===== config.mk =====
export PLATFORM = sky130hd
export DESIGN_NAME = spi_txn_scheduler
export DESIGN_NICKNAME = d
export VERILOG_FILES = /design/src/rtl/spi_txn_scheduler.sv
export SDC_FILE = /design/constraint.sdc
export NUM_CORES = 1
export LEC_CHECK = 0
export ABC_AREA = 1
export CORE_MARGIN = 2
export CORE_UTILIZATION = 43
export DETAILED_ROUTE_END_ITERATION = 12
export GPL_ROUTABILITY_DRIVEN = 0
export HOLD_SLACK_MARGIN = 0.03
export PLACE_DENSITY = 0.8
export RECOVER_POWER = 100
export SYNTH_ARGS = -nofsm -noshare
export SYNTH_HDL_FRONTEND = slang
export SYNTH_SLANG_ARGS = --single-unit

===== constraint.sdc =====
create_clock -name clk -period 2 [get_ports clk]
set_input_delay 0.4 -clock clk [delete_from_list [all_inputs] [get_ports clk]]
set_output_delay 0.4 -clock clk [all_outputs]
set_load 0.03 [all_outputs]

===== src/rtl/spi_txn_scheduler.sv =====
// Round-robin scheduler sharing one SPI master among four requesters.
// Each accepted request runs one master transfer and returns the received word tagged with its ID.
module spi_txn_scheduler #(
  parameter int unsigned bits_size  = 10,
  parameter int unsigned TIMEOUT    = 255,
  parameter int unsigned GAP_CYCLES = 2
) (
  input  logic                   clk,
  input  logic                   reset,
  input  logic [3:0]             req,
  input  logic [4*bits_size-1:0] req_data,
  input  logic [7:0]             req_slave,
  output logic [3:0]             grant,
  output logic                   rsp_valid,
  output logic [1:0]             rsp_id,
  output logic [bits_size-1:0]   rsp_data,
  output logic                   rsp_err,
  output logic                   busy,
  output logic [bits_size-1:0]   m_data_in,
  output logic [1:0]             m_slave_sel,
  output logic                   m_tx_start,
  input  logic                   m_rx_done,
  input  logic [bits_size-1:0]   m_data_out
);

  localparam int unsigned TW = $clog2(TIMEOUT + 1);
  localparam int unsigned GW = $clog2(GAP_CYCLES + 1);

  typedef enum logic [2:0] {StIdle, StStart, StWait, StResp, StGap} state_e;

  state_e               state_q, state_d;
  logic [1:0]           rr_ptr_q, rr_ptr_d;
  logic [1:0]           cur_id_q, cur_id_d;
  logic [TW-1:0]        tmo_cnt_q, tmo_cnt_d;
  logic [GW-1:0]        gap_cnt_q, gap_cnt_d;
  logic [3:0]           grant_q, grant_d;
  logic                 tx_start_q, tx_start_d;
  logic                 rsp_valid_q, rsp_valid_d;
  logic [1:0]           rsp_id_q, rsp_id_d;
  logic [bits_size-1:0] rsp_data_q, rsp_data_d;
  logic                 rsp_err_q, rsp_err_d;
  logic                 busy_q, busy_d;
  logic [bits_size-1:0] data_in_q, data_in_d;
  logic [1:0]           slave_sel_q, slave_sel_d;

  logic       win_found;
  logic [1:0] win_id;
  logic [1:0] cand;

  // First requesting index strictly after the last winner, wrapping around.
  always_comb begin
    win_found = 1'b0;
    win_id    = rr_ptr_q;
    cand      = rr_ptr_q;
    for (int k = 1; k <= 4; k++) begin
      cand = rr_ptr_q + 2'(k);
      if (!win_found && req[cand]) begin
        win_found = 1'b1;
        win_id    = cand;
      end
    end
  end

  always_comb begin
    state_d     = state_q;
    rr_ptr_d    = rr_ptr_q;
    cur_id_d    = cur_id_q;
    tmo_cnt_d   = tmo_cnt_q;
    gap_cnt_d   = gap_cnt_q;
    grant_d     = 4'b0000;
    tx_start_d  = 1'b0;
    rsp_valid_d = 1'b0;
    rsp_id_d    = rsp_id_q;
    rsp_data_d  = rsp_data_q;
    rsp_err_d   = rsp_err_q;
    data_in_d   = data_in_q;
    slave_sel_d = slave_sel_q;
    case (state_q)
      StIdle: begin
        if (win_found) begin
          state_d     = StStart;
          data_in_d   = req_data[int'(win_id)*bits_size +: bits_size];
          slave_sel_d = req_slave[int'(win_id)*2 +: 2];
          cur_id_d    = win_id;
          rr_ptr_d    = win_id;
          grant_d     = 4'b0001 << win_id;
          tx_start_d  = 1'b1;
        end
      end
      StStart: begin
        tmo_cnt_d = '0;
        state_d   = StWait;
      end
      StWait: begin
        // A completion arriving on the timeout cycle still counts as success.
        if (m_rx_done) begin
          rsp_data_d  = m_data_out;
          rsp_err_d   = 1'b0;
          rsp_id_d    = cur_id_q;
          rsp_valid_d = 1'b1;
          state_d     = StResp;
        end else if (tmo_cnt_q == TW'(TIMEOUT - 1)) begin
          rsp_data_d  = '0;
          rsp_err_d   = 1'b1;
          rsp_id_d    = cur_id_q;
          rsp_valid_d = 1'b1;
          state_d     = StResp;
        end else begin
          tmo_cnt_d = tmo_cnt_q + 1'b1;
        end
      end
      StResp: begin
        gap_cnt_d = '0;
        state_d   = StGap;
      end
      StGap: begin
        if (gap_cnt_q == GW'(GAP_CYCLES - 1)) begin
          state_d = StIdle;
        end else begin
          gap_cnt_d = gap_cnt_q + 1'b1;
        end
      end
      default: state_d = StIdle;
    endcase
    busy_d = (state_d != StIdle);
  end

  always_ff @(posedge clk) begin
    if (reset) begin
      state_q     <= StIdle;
      rr_ptr_q    <= 2'd3;
      cur_id_q    <= '0;
      tmo_cnt_q   <= '0;
      gap_cnt_q   <= '0;
      grant_q     <= '0;
      tx_start_q  <= 1'b0;
      rsp_valid_q <= 1'b0;
      rsp_id_q    <= '0;
      rsp_data_q  <= '0;
      rsp_err_q   <= 1'b0;
      busy_q      <= 1'b0;
      data_in_q   <= '0;
      slave_sel_q <= '0;
    end else begin
      state_q     <= state_d;
      rr_ptr_q    <= rr_ptr_d;
      cur_id_q    <= cur_id_d;
      tmo_cnt_q   <= tmo_cnt_d;
      gap_cnt_q   <= gap_cnt_d;
      grant_q     <= grant_d;
      tx_start_q  <= tx_start_d;
      rsp_valid_q <= rsp_valid_d;
      rsp_id_q    <= rsp_id_d;
      rsp_data_q  <= rsp_data_d;
      rsp_err_q   <= rsp_err_d;
      busy_q      <= busy_d;
      data_in_q   <= data_in_d;
      slave_sel_q <= slave_sel_d;
    end
  end

  assign grant       = grant_q;
  assign m_tx_start  = tx_start_q;
  assign rsp_valid   = rsp_valid_q;
  assign rsp_id      = rsp_id_q;
  assign rsp_data    = rsp_data_q;
  assign rsp_err     = rsp_err_q;
  assign busy        = busy_q;
  assign m_data_in   = data_in_q;
  assign m_slave_sel = slave_sel_q;

endmodule


Word-level counts from Yosys, hierarchy flattened
Index checks and enable logic that the tools add are counted.
- RAM bits: 0
- bits of input ports: 65
- bits in registers: 49
- logic and storage cells: 92
- bits in read-only memories: 0
- memories: 0
- latch bits: 0
- magnitude comparators: 4
- bitwise gates (word level): 3
- add/sub/neg operators: 5
- multiplexer cells: 35
- multipliers: 1
- divide/modulo/power cells: 0
- shifts and indexed selects: 3
- equal/unequal tests: 9
- reductions and logical operators: 18
- operators by type and width (kind ; count):
    40-bit by 7-bit indexed part select with 10-bit output ; 1
    10-bit two-way mux ; 2
    8-bit two-way mux ; 2
    8-bit case mux with 2 select lines ; 1
    3-bit case mux with 5 select lines ; 1
    2-bit two-way mux ; 7
    1-bit two-way mux ; 13
    2-bit by 3-bit < comparator with 1-bit output, second input constant ; 4
    3-bit two-way mux ; 4
    8-bit by 1-bit adder with 8-bit output, second input constant ; 1
    1-bit binary-select mux with 2-bit select ; 4
    8-bit == test, second input constant ; 1
    8-bit by 4-bit indexed part select with 2-bit output ; 1
    3-bit by 2-bit == test with 1-bit output, second input constant ; 2
    2-bit != test, second input constant ; 3
    2-bit AND reduction ; 3
    2-bit nonzero test ; 3
    2-bit by 3-bit multiplier with 5-bit output, second input constant ; 1
    2-bit by 1-bit adder with 2-bit output, second input constant ; 2
    2-bit adder, second input constant ; 2
    2-bit case mux with 2 select lines ; 1
    2-bit OR reduction ; 2
    1-bit by 2-bit << shifter with 4-bit output, first input constant ; 1
    3-bit by 1-bit == test with 1-bit output, second input constant ; 1
    9 further kinds ; 15

Logic depth before layout (Yosys ltp)
Gate-level depths: netlist of run 1.
- depth after elaboration: 16
- depth in mapped cells: 14

Worst setup path after synthesis of run 1
OpenSTA, ideal clock, no wires.
- path type: register -> register
- start point: register rr_ptr_q[0]
- end point: register slave_sel_q[1] (netlist: m_slave_sel[1])
- required time: 1.887 ns
- clock period less this slack: 1.540 ns
- buffers on the path: 2
- data arrival time: 1.427 ns
- slack: 0.460 ns
- library setup time: 0.113 ns
- stages on the path, launching flop included: 14
- cell sequence: dfxtp_1 > buf_6 > nand2_1 > nand3_1 > nand2_1 > nand2_2 > nand2_1 > nand2_2 > nand2_4 > buf_6 > nand2_1 > nand3_1 > nand3_1 > nand2_1
- cells in the longest elaborated chain, start to end: 14
- ends and longest elaborated chain (what ; RTL line ; RTL):
    start, declared ; 32 ; logic [1:0] rr_ptr_q, rr_ptr_d;
    start signal, assigned ; 146 ; rr_ptr_q <= rr_ptr_d;
    2-bit by 1-bit adder with 2-bit output ; 56 ; cand = rr_ptr_q + 2'(k);
    1-bit binary-select mux with 2-bit select ; 57 ; if (!win_found && req[cand]) begin
    1-bit two-way mux (implied by the code) ; 57 ;
    1-bit two-way mux ; 57 ;
    1-bit zero test ; 57 ;
    1-bit logical AND ; 57 ;
    1-bit two-way mux ; 57 ;
    1-bit zero test ; 57 ;
    1-bit logical AND ; 57 ;
    1-bit two-way mux ; 57 ;
    1-bit zero test ; 57 ;
    1-bit logical AND ; 57 ;
    2-bit two-way mux or 1-bit two-way mux (tied branches) ; 57 ;
    8-bit by 4-bit indexed part select with 2-bit output or 2-bit AND reduction (tied branches) ; n/a ;
    end signal, assigned ; 158 ; slave_sel_q <= slave_sel_d;
    end, declared ; 44 ; logic [1:0] slave_sel_q, slave_sel_d;
Several ways; a longest one is shown, not always the timed one. The select of a mux whose other input is x is not followed.
A chain may end at the register's enable or synchronous reset.

==> impl_metrics.toml, run 1 <==
[outcome]
status = "complete, no violations"

[setup_path]
slowest_delay_ps = 670
cp_slowest_cell = "clkbuf_1"
critical_path_buf_inv_count = 2
arrival_ps = 1990
crit_chain = "dlygate4sd3_1 > clkbuf_1 > nor2_1 > nand3b_1 > o31ai_1"
worstPathMaxFanout = 21
endpoint_kind = "register"
cp_top_family = "buffers and inverters"
critPathLaunchType = "primary input"
required_ps = 2150
critPathKind = "in2reg"

[yosys]
syn_area_mm2 = 0.002435
ys_ff_latch = 49
ys_seq_area_share_pct = 40.29
yosysWarnings = 0
synthCells = 364
netlist-cell-type-count = 29
syn_nets = 432
synth_edf_count = 0
synthFlopType = "dfxtp_1"
async_reset_ff_share_pct = 0
avgSynthCellArea_um2 = 6.689

[run]
cap_violations = 0

[floorplan]
rows = 27
start_util_pct = 44.49
io_pins = 97
dieArea_mm2 = 0.006281
die_height_um = 79.25
coreArea_mm2 = 0.005473
die_x_um = 79.25

[clock_tree]
insertion_delay_ps = 290
ctsLongestPathBuffers = 2
cts_root_buf = "clkbuf_8"
cts.htree.levels = 2
cts_resized = 0
cts_buffers = 5
post_cts_buffers = 0
cts_tree = "yes"
clk_pin_slew_ps = 80
cts_num_sinks = 49
holdBufCountCts = 0

[timing]
finalCritPeriodShare_pct = 92.44
finalMaxSlewViolations = 0
setup_tns_ps = 0
slew_headroom_pct = 41.43
grt_setup_unrepaired = "false"
hold_viol = 0
worst_slew_pin_slew_ps = 878.6
fin_crit_ps = 1849
finalSetupViolCount = 0
fmax_mhz = 540.9
skew_ps = 7.268
whs_ps = 446.8

[hold_path]
hp-class = "reg2reg"

[cells_and_area]
area_delta_synth_final_pct = 48.15
multi_input_area_mm2 = 0.001266
num_antenna_cells = 0
nets = 537
final_layout_size_suffix_gt1_share_pct = 7.906
stdcell_count = 540
fill_cells = 505
seq_area_um2 = 982.2

[placement]
dp_hpwl_mm = 4.931
port_buffers = 96
placed_cells = 534

[detailed_routing]
drtIter0Drc = 118
vias = 2660
wl_per_cell_um = 11.69
routed_wirelength_mm = 6.315
ant_nets = 0
drt_pre_antenna_iters = 4
drc = 0
drt-vias-per-instance = 4.926

[global_routing]
grt_pass1_vias = 2538
grt.total_usage_pct = 20.98
grt.overflow.total = 0
antenna_found_initial = 0
grt_max_degree = 28
grt_pass1_wl_mm = 10.59

[pwr]
ir_worst_vdd_mv = 0.7745
p_leak_uw = 0.001657
powerDensity_mw_per_mm2 = 1311
metrics by stage:
step / util [%] / setup slack, ps / total power, uW / instance area (um2)
6_report: 65.91 / 151.1 / 4731 / 3607
5_1_grt: 65.91 / 2.012 / 5173 / 3607
4_1_cts: 65.84 / 92.90 / 4799 / 3603
3_5_place_dp: 64.49 / -146.3 / 4255 / 3530
3_3_place_gp: 64.49 / -80.31 / 4194 / 3530
2_1_floorplan: - / 459.6 / 3315 / 2435
routing by layer:
| metal | vias to the layer above | track usage (%) | routed length [um] |
|---|---|---|---|
| met5 | - | 0 | 0 |
| met3 | 4 | 8.977 | 505 |
| met2 | 80 | 37.46 | 3177 |
| met4 | 0 | 4.655 | 42 |
| li1 | 1377 | - | - |
| met1 | 1199 | 23.02 | 2589 |
power breakdown:
group	internal, uW	switching (uW)	total, uW
Combinational	1120	1760	2880
Clock	231	300	531
Sequential	1200	119	1310
cell families (layout without fill, tap and decap cells):
logic type / after synthesis / in the layout / share of synthesized area (%)
AO/OA/AOI/OAI: 33 / 33 / 7.297
flip-flops: 49 / 49 / 40.29
AND/OR/NAND/NOR: 236 / 236 / 41.62
XOR/XNOR: 3 / 3 / 1.079
buffers and inverters: 40 / 144 / 8.170
adder cells (fa/ha/maj): 3 / 3 / 1.542
path summary, 6_finish.rpt:
path         depth (start not counted)  slack [ps]          from              to
min                                  2         450  m_data_in[7]    m_data_in[7]
min reg2reg                          2         450  m_data_in[7]    m_data_in[7]
max reg2reg                         13         210   rr_ptr_q[0]  m_slave_sel[1]
max                                  5         150         reset    gap_cnt_q[1]
placed cells by master, fill, tap and decap left out, drive strengths merged, types with 2 or more instances in the layout:
cell type | Yosys | layout
xor2 | 2 | 2
o21ai | 8 | 8
clkbuf | 4 | 10
dfxtp | 49 | 49
a211oi | 2 | 2
buf | 10 | 11
a21oi | 19 | 19
inv | 26 | 26
ha | 3 | 3
clkdlybuf4s50 | 0 | 63
dlygate4sd3 | 0 | 33
nand3b | 2 | 2
nand2 | 141 | 141
nand4 | 2 | 2
nand3 | 57 | 57
nor2 | 28 | 28
nor3 | 5 | 5
cells in the mapped netlist (3+ instances only):
cell type	instances	share of area, %
nor2_1	27	4.2
a21oi_1	19	3.9
nor3_1	5	1.0
clkbuf_1	4	0.62
nand2_1	132	20
inv_1	22	3.4
buf_2	3	0.62
inv_2	4	0.62
dfxtp_1	49	40
nand3_1	56	12
buf_6	5	2.3
nand2_2	8	2.1
o21ai_0	7	1.4
ha_1	3	1.5
tightest hold or removal path, delay by kind of cell, from the launching register on:
family / cells / cell delay (ps)
flops: 1 / 310
simple gates: 2 / 100
layout make-up:
| cell class | instances | share of cell area [%] |
|---|---|---|
| flip-flops and latches | 49 | 27.23 |
| multi-input cells | 275 | 35.10 |
| clock inverters | 1 | 0.1387 |
| repair buffers | 112 | 30.35 |
| clock buffers | 5 | 1.908 |
| well taps | 72 | 2.497 |
| inverters | 26 | 2.775 |
sequential cells by signal (all words and copies together) (netlist names):
register and cells:
tmo_cnt_q 8, busy 1, state_q 3, m_tx_start 1, gap_cnt_q 2, rsp_valid 1, rsp_data 10, m_slave_sel 2
m_data_in 10, rr_ptr_q 2, cur_id_q 2, rsp_id 2, grant 4, rsp_err 1
No activity file was read; power rests on OpenSTA's default activity.
==> run 2, diff against run 1 <==
- CORE_UTILIZATION: 43 -> 55
- CTS_CLUSTER_DIAMETER: unset -> 30
- DONT_BUFFER_PORTS: unset -> 1
- PLACE_DENSITY: 0.8 -> 0.7
- REMOVE_ABC_BUFFERS: unset -> 1
==> run 2 against run 1 <==
Compared with the run above:
- combinational power is 31% lower
- worst hold slack worse by 280 ps
- critical endpoint is now m_data_in[8]
- global-route usage grew 2.6 points
- via count is 14% lower
- sequential power grew 24%
- utilization decreased by 5.2 points
- sequential cell count unchanged
- sequential share of layout area up 10 points
- critical path depth up 8
- fmax is 2.1% higher
- clock-buffer cell count did not move
- design area fell by 28%
==> impl_metrics.toml, run 2 (synthesis gave the netlist of run 1 again) <==
[timing]
slew_headroom_pct = 70.70
hold_viol = 0
worst_slew_pin_slew_ps = 439.1
setup_tns_ps = 0
fin_crit_ps = 1810
skew_ps = 3.910
finalMaxSlewViolations = 0
fmax_mhz = 552.4
finalCritPeriodShare_pct = 90.51
finalSetupViolCount = 0
grt_setup_unrepaired = "true"

[global_routing]
antenna_found_initial = 0
grt_pass1_wl_mm = 9.625
grt_max_degree = 29
grt.overflow.total = 0
grt.total_usage_pct = 23.56
grt_pass1_vias = 2183

[outcome]
status = "complete, no violations"

[cells_and_area]
final_layout_size_suffix_gt1_share_pct = 9.563
layout_common_cells = "nand2_1, nand3_1, dfxtp_1"
nets = 433
final_cell_area_mm2 = 0.002608
area_delta_synth_final_pct = 7.091
num_antenna_cells = 0
final_util_pct = 60.72
final_common_cell = "nand2_1"

[floorplan]
die_x_um = 70.54
dieArea_mm2 = 0.004975
die_height_um = 70.54
io_pins = 97
coreArea_mm2 = 0.004294
rows = 24
start_util_pct = 56.70

[clock_tree]
cts_num_sinks = 49
cts_root_buf = "clkbuf_8"
clk_pin_slew_ps = 90
cts_tree = "yes"
cts_resized = 0
ctsLongestPathBuffers = 2
insertion_delay_ps = 300
cts_buffers = 5
holdBufCountCts = 0
post_cts_buffers = 0
cts.htree.levels = 2

[setup_path]
crit_chain = "buf_4 > nand2_1 > nand2_1 > nand2_2 > nand2_2 > inv_2 > nand3_1 > nand3_1 > nand2_2 > buf_4 > nand3_1 > nand3_1 > nand2_1"
slowest_delay_ps = 390
critical_path_buf_inv_count = 3
critPathKind = "reg2reg"
critPathLaunchType = "register"
worst_path_most_repeated_cell = "nand3_1"
endpoint_kind = "register"
required_ps = 2190
cp_top_family = "simple AND/OR/NAND/NOR gates"
arrival_ps = 2000
worstPathMaxFanout = 11
cp_slowest_cell = "dfxtp_2"

[detailed_routing]
drt_pre_antenna_iters = 4
drc = 0
drt-vias-per-instance = 5.447
ant_nets = 0
drtIter0Drc = 90
routed_wirelength_mm = 5.649
vias = 2277
wl_per_cell_um = 13.51

[run]
cap_violations = 0

[pwr]
powerDensity_mw_per_mm2 = 1703
ir_worst_vdd_mv = 0.8203
power.total_uw = 4441
p_leak_uw = 0.001194

[hold_path]
hp-class = "in2reg"

[placement]
dp_hpwl_mm = 4.151
place_area_mm2 = 0.002459
port_buffers = 0
run 2: metal layers:
| metal | part of all wire, % | track usage (%) |
|---|---|---|
| met1 | 45 | 29.94 |
| met5 | 0 | 0 |
| met3 | 6.2 | 6.268 |
| met2 | 48 | 39.20 |
| met4 | 0.94 | 7.757 |
run 2: path summary, 6_finish.rpt:
kind	start	end	slack [ps]	depth (start not counted)
hold reg to reg	cur_id_q[1]	cur_id_q[1]	460	2
hold / removal	reset	rsp_data[1]	170	1
setup reg to reg	rr_ptr_q[0]	m_data_in[8]	190	13
setup / recovery	rr_ptr_q[0]	m_data_in[8]	190	13
run 2: layout make-up:
class / count / area [um2]
clock buffers: 5 / 68.82
clock inverters: 3 / 65.06
fillers: 440 / 1687
repair buffers: 8 / 60.06
well taps: 52 / 65.06
flip-flops and latches: 49 / 983.4
multi-input cells: 275 / 1265
inverters: 26 / 100.1
run 2: power by group:
group,total (uW),switching [uW],internal (uW)
clock network,820,323,497
registers,1630,436,1200
logic,1990,1330,653
total,4440,2090,2350
run 2: stage by stage:
| stage | hold slack (ps) | std cells | worst slack [ps] |
|---|---|---|---|
| finish | 165.4 | 418 | 189.7 |
| CTS | 152.8 | 418 | 98.56 |
| global route | 149.2 | 418 | -4.202 |
| floorplan | 427.8 | 350 | 208.1 |
| global placement | 450.5 | 410 | 194.0 |
| detailed placement | 446.6 | 410 | 116.8 |
